==> src/rtl/mem_wb_reg.sv <==
// ---------------------------------------------------------------------------
// mem_wb_reg
//
// Pipeline register between the MEM and WB stages. It captures the MEM-stage
// results and control fields on every rising edge, supports hold (stall) and
// squash (flush), qualifies the register-file write enable with the slot's
// valid bit, and counts instructions leaving the WB stage.
//
// Ports
//   clk           in   1   rising-edge clock
//   rst           in   1   synchronous active-high reset
//   stall         in   1   hold current WB-stage contents
//   flush         in   1   squash the instruction entering WB
//   valid_in      in   1   MEM stage holds a real instruction
//   alu_out_in    in  16   ALU result from MEM
//   dm_data_in    in  16   data-memory read data
//   PC_plus_2_in  in  16   link address
//   Imm2_in       in   9   LLI immediate
//   MemtoReg_in   in   2   write-back select code
//   RegWrite_in   in   1   register-write request
//   rd_in         in   3   destination register index
//   alu_out, dm_data, PC_plus_2   out 16   registered copies
//   Imm2          out  9   registered copy
//   MemtoReg      out  2   registered copy
//   rd            out  3   registered copy
//   valid_out     out  1   WB stage holds a real instruction
//   RegWrite      out  1   write enable, registered RegWrite_in AND valid_out
//   retire_count  out 16   retired-instruction counter (wraps)
//
// Slot semantics: valid_in/valid_out mark whether a stage slot carries a real
// instruction. There is no back-pressure handshake; stall simply freezes the
// WB slot, and an instruction "retires" on any edge where a valid WB slot is
// not frozen (it is either replaced by a load or squashed by a flush).
// Per-edge priority is rst > flush > stall > load.
// ---------------------------------------------------------------------------
module mem_wb_reg (
  input  logic        clk,
  input  logic        rst,
  input  logic        stall,
  input  logic        flush,
  input  logic        valid_in,
  input  logic [15:0] alu_out_in,
  input  logic [15:0] dm_data_in,
  input  logic [15:0] PC_plus_2_in,
  input  logic [8:0]  Imm2_in,
  input  logic [1:0]  MemtoReg_in,
  input  logic        RegWrite_in,
  input  logic [2:0]  rd_in,
  output logic [15:0] alu_out,
  output logic [15:0] dm_data,
  output logic [15:0] PC_plus_2,
  output logic [8:0]  Imm2,
  output logic [1:0]  MemtoReg,
  output logic [2:0]  rd,
  output logic        valid_out,
  output logic        RegWrite,
  output logic [15:0] retire_count
);

  logic [15:0] r_alu_out;
  logic [15:0] r_dm_data;
  logic [15:0] r_pc_plus_2;
  logic [8:0]  r_imm2;
  logic [1:0]  r_memtoreg;
  logic [2:0]  r_rd;
  logic        r_valid;
  logic        r_regwrite;
  logic [15:0] r_retire_count;

  // The WB instruction leaves the stage whenever it is valid and not frozen.
  // A flush on a non-stalled edge still retires the outgoing instruction;
  // the flush only squashes the one coming in.
  logic w_retire;
  assign w_retire = r_valid & ~stall;

  always_ff @(posedge clk) begin
    if (rst) begin
      r_alu_out      <= '0;
      r_dm_data      <= '0;
      r_pc_plus_2    <= '0;
      r_imm2         <= '0;
      r_memtoreg     <= '0;
      r_rd           <= '0;
      r_valid        <= 1'b0;
      r_regwrite     <= 1'b0;
      r_retire_count <= '0;
    end else begin
      if (w_retire) begin
        r_retire_count <= r_retire_count + 16'd1;  // free-running wrap
      end

      if (flush) begin
        // Flush overrides stall: the slot becomes a clean all-zero bubble.
        r_alu_out   <= '0;
        r_dm_data   <= '0;
        r_pc_plus_2 <= '0;
        r_imm2      <= '0;
        r_memtoreg  <= '0;
        r_rd        <= '0;
        r_valid     <= 1'b0;
        r_regwrite  <= 1'b0;
      end else if (!stall) begin
        r_alu_out   <= alu_out_in;
        r_dm_data   <= dm_data_in;
        r_pc_plus_2 <= PC_plus_2_in;
        r_imm2      <= Imm2_in;
        r_memtoreg  <= MemtoReg_in;
        r_rd        <= rd_in;
        r_valid     <= valid_in;
        r_regwrite  <= RegWrite_in;
      end
    end
  end

  assign alu_out      = r_alu_out;
  assign dm_data      = r_dm_data;
  assign PC_plus_2    = r_pc_plus_2;
  assign Imm2         = r_imm2;
  assign MemtoReg     = r_memtoreg;
  assign rd           = r_rd;
  assign valid_out    = r_valid;
  // Both operands are flops, so no input reaches this output combinationally.
  assign RegWrite     = r_regwrite & r_valid;
  assign retire_count = r_retire_count;

endmodule

==> config.mk <==
export PLATFORM = sky130hd
export DESIGN_NAME = mem_wb_reg
export DESIGN_NICKNAME = d
export VERILOG_FILES = /design/src/rtl/mem_wb_reg.sv
export SDC_FILE = /design/constraint.sdc
export NUM_CORES = 1
export LEC_CHECK = 0
export BUFFER_PORTS_ARGS = -buffer_cell sky130_fd_sc_hd__buf_4
export CORE_UTILIZATION = 49
export DETAILED_ROUTE_END_ITERATION = 7
export PLACE_DENSITY = 0.88
export REMOVE_ABC_BUFFERS = 1
export SLEW_MARGIN = 20
export SYNTH_ARGS = -nofsm -noshare
export SYNTH_HDL_FRONTEND = slang
export SYNTH_SLANG_ARGS = --single-unit
==> constraint.sdc <==
create_clock -name clk -period 3.08 [get_ports clk]
set_input_delay 0.154 -clock clk [delete_from_list [all_inputs] [get_ports clk]]
set_output_delay 0.154 -clock clk [all_outputs]
set_load 0.02 [all_outputs]
; ---- Yosys cells after proc, flatten, opt, wreduce, memory -nomap -nowiden
; Cells that the tools add are included.
; Widths: inputs -> output; s select.
[totals]
word_cells = 14
out_inout_bits = 80
ff_bits = 80
in_bits = 68
[op_classes]
reduce_logical = 1
add_sub_neg = 1
bitwise_logic = 3
[ops]
columns = cell, n
row1 = $add 16x1->16 const B, 1
row2 = $and 1x1->1, 2
row3 = $reduce_or 2->1, 1
row4 = $not 1->1, 1

; ---- Logic depth before layout (Yosys ltp)
[depth]
word_depth = 2
depth_mapped = 5

; ---- Worst setup path after synthesis
; No wires, ideal clock.
[synth_timing]
path_kind = flip-flop to flip-flop
startpoint = register r_retire_count[2], in the netlist retire_count[2]
endpoint = register r_retire_count[14], in the netlist retire_count[14]
t_arrival_ns = 1.655
setup_ns = 0.070
synth_period_minus_slack_ns = 1.725
path_stages_with_launch = 5
path_slack_ns = 1.355
path_cell_list = dfxtp_1 nand4_4 or3_4 or4_1 a21oi_1
[synth_via]
elab_chain_len = 1
[synth_lines]
columns = element, line_no
row1 = start: declaration, 68  ; logic [15:0] r_retire_count;
row2 = start signal: assignment, 89  ; r_retire_count <= r_retire_count + 16'd1;
row3 = $add 16x1->16, 89
; No other way between the ends.
; A chain may end at the register's enable or synchronous reset.

; ---- Final worst setup path
[layout_timing]
startpoint = register r_retire_count[3], in the netlist retire_count[3]
endpoint = register r_retire_count[14], in the netlist retire_count[14]
; The elaborated chain is that of the path after synthesis.

==> flow_metrics.tcl <==
set metrics [dict create \
    status "finished, final reports clean" \
    chipWidth_um 79.79 \
    numClockSinks 80 \
    grt_pass1_vias 2564 \
    synth_area_sq_um 2965 \
    pwr-share-seq_pct 54.3 \
    die_h_um 79.79 \
    drt_wl_total_mm 7.597 \
    startpoint "retire_count[3]" \
    required_ns 3.35 \
    finalCritPeriodShare_pct 57.14 \
    routedWlPerCell_um 15.01 \
    drt-met1-wl_mm 2.919 \
    p_leak_nw 2.071 \
    gr-usage-all-layers_pct 24.70 \
    grt_max_degree 68 \
    p_per_area_nw_per_um2 466.1 \
    p_total_mw 1.985 \
    num-fill-cells 421 \
    via_per_inst 5.067 \
    htree_levels 3 \
    avgSynthCellArea_sq_um 10.33 \
    rsz0062_at_grt "no" \
    yosysTopAreaCellShare_pct 54.01 \
    dpl.hpwl_mm 5.370 \
    cts_resized 0 \
    ir_worst_vdd_mv 0.4106 \
    insertion_delay_ns 0.34 \
    p_int_mw 1.481 \
    yosysTopAreaCell "dfxtp_1" \
    clk_pin_slew_worst_paths_ns 0.08 \
    postRouteAntennaNets 0 \
    finalCriticalPeriod_ns 1.760 \
    grt_overflow_total 0 \
    start_util_pct 52.25 \
    critPathLaunchType "flip-flop" \
    antenna_cells 0 \
    core_area_sq_um 5675 \
    yosys_warnings 0 \
    p_comb_share_pct 12.5 \
    ys_ff_latch 80 \
    p_sw_mw 0.5041 \
    min_from "alu_out_in[6]" \
    place.gp.congestion 0.7535 \
    swShare_pct 25.40 \
    cts_tree "built" \
    syn_to_final_growth_pct 43.63 \
    regToRegStartpoint "retire_count[3]" \
    hold_violations 0 \
    drc 0 \
    num_vias 2564 \
    synth-main-ff-cell "dfxtp_1" \
    synth-edff-count 0 \
    fin_skew_ns 0.008713 \
    cts_buffers 9 \
    holdWs_ns 0.03377 \
    drt_iter0_markers 84 \
    path_class "flip-flop to flip-flop" \
    first_pass_iters 5 \
    num_rows 27 \
    cts_hold_buf 0 \
    endpoint_kind "flip-flop" \
    slew_headroom_pct 29.03 \
    clockRootBuffer "clkbuf_8" \
    antenna_found_initial 0 \
    drive_above_1_share_pct 38.94 \
    io_buffers 147 \
    worstHoldPathType "input port to flip-flop" \
    critical_path.max_fanout 8 \
    dr_wl_met2_mm 3.859 \
    fmax_mhz 568.2 \
    yosys.cell_count.top_type "dfxtp_1" \
    tightest_slew_ns 1.065 \
    nNetsFinal 498 \
    postSynthCellCount 287 \
    worstPathArrival_ns 2.03 \
    ys_seq_area_share_pct 54.01 \
    synth.distinct_cells 31 \
    maxCapViolations 0 \
    slew_violations 0 \
    yosys-top-cells-count "80 x dfxtp_1, 76 x nor2_1, 65 x mux2i_1, 10 x clkbuf_1" \
    p_clk_share_pct 33.2 \
    clockBufferDepth 2 \
    finalSetupViolCount 0 \
    async_reset_ff_share_pct 0 \
    die_area_sq_um 6366 \
    highest_layer "met4" \
    io_pins 148 \
    grt_pass1_wl_mm 11.84 \
    synthTopCellsByArea "dfxtp_1 54%, mux2i_1 22%, nor2_1 9.6%" \
    final.setup.tns_ns 0 \
    wl_met3_um 705 \
    cts_setup_buffers 0 \
]
stage by stage:
step / setup WS [ns] / cells / cell area (sq um) / util [%]
final: 1.320 / 506 / 4259 / 75.04
after floorplan: 1.355 / 270 / 2894 / -
after global placement: 1.264 / 490 / 4095 / 72.16
after global routing: 1.247 / 506 / 4259 / 75.04
after detailed placement: 1.249 / 490 / 4095 / 72.16
after CTS: 1.323 / 506 / 4259 / 75.04
routing by layer:
| layer | track usage [%] | vias to the layer above |
|---|---|---|
| met5 | 0 | - |
| met4 | 10.89 | 0 |
| met3 | 9.600 | 11 |
| met2 | 43.16 | 111 |
| met1 | 26.19 | 1192 |
| li1 | - | 1250 |
cell usage in the layout, fill, tap and decap left out, types with 2 or more instances in the layout:
master    count
buf_4       148
dfxtp_1      80
nor2_1       76
mux2i_1      65
clkbuf_8      9
xnor2_1       6
xor2_1        5
a21oi_1       4
clkinv_2      4
nand4_1       3
nand3_1       3
nand2_1       3
o21ai_0       3
and2_1        2
inv_1         2
nor4b_1       2
or3_1         2
worst max-delay path, cell delays in order, from the launching register on:
cell     delay (ns)
dfxtp_1        0.48
nand4_4        0.20
or3_4          0.45
or4_1          0.40
a21oi_1        0.16
layout make-up:
type                    count  area [sq um]  share of cell area (%)
flip-flops and latches     80          1602                   37.60
multi-input cells         188          1285                   30.17
repair buffers            148          1111                   26.09
clock buffers              10         127.6                   2.996
well taps                  72         90.09                   2.115
clock inverters             6         36.28                  0.8519
inverters                   2         7.507                  0.1763
flip-flops by register name, summed over array words and instances (netlist names):
register      cells
PC_plus_2        16
dm_data          16
alu_out          16
valid_out         1
retire_count     16
rd                3
MemtoReg          2
r_regwrite        1
Imm2              9
power by group through the flow:
stage	Combinational [mW]	Clock, mW	Sequential [mW]
finish	0.248	0.660	1.08
global route	0.266	0.720	1.08
CTS	0.250	0.680	1.08
detailed placement	0.248	0	1.10
global placement	0.241	0	1.10
floorplan	0.0683	0	1.13
final timing paths:
kind / depth (start not counted) / to / slack [ns]
max: 4 / retire_count[14] / 1.32
max reg2reg: 4 / retire_count[14] / 1.32
min: 3 / alu_out[6] / 0.03
min reg2reg: 2 / r_regwrite / 0.49
cells by family (layout without fill, tap and decap cells):
logic type	count (synthesis)	count (layout)	synth area share (%)
AND/OR/NAND/NOR	103	103	16.29
flip-flops	80	80	54.01
multiplexers	65	65	21.94
buffers and inverters	19	166	2.658
XOR/XNOR	11	11	3.249
AO/OA/AOI/OAI	8	8	1.435
adder cells (fa/ha/maj)	1	1	0.4219
Note: power is estimated with default switching activity, not from simulation.
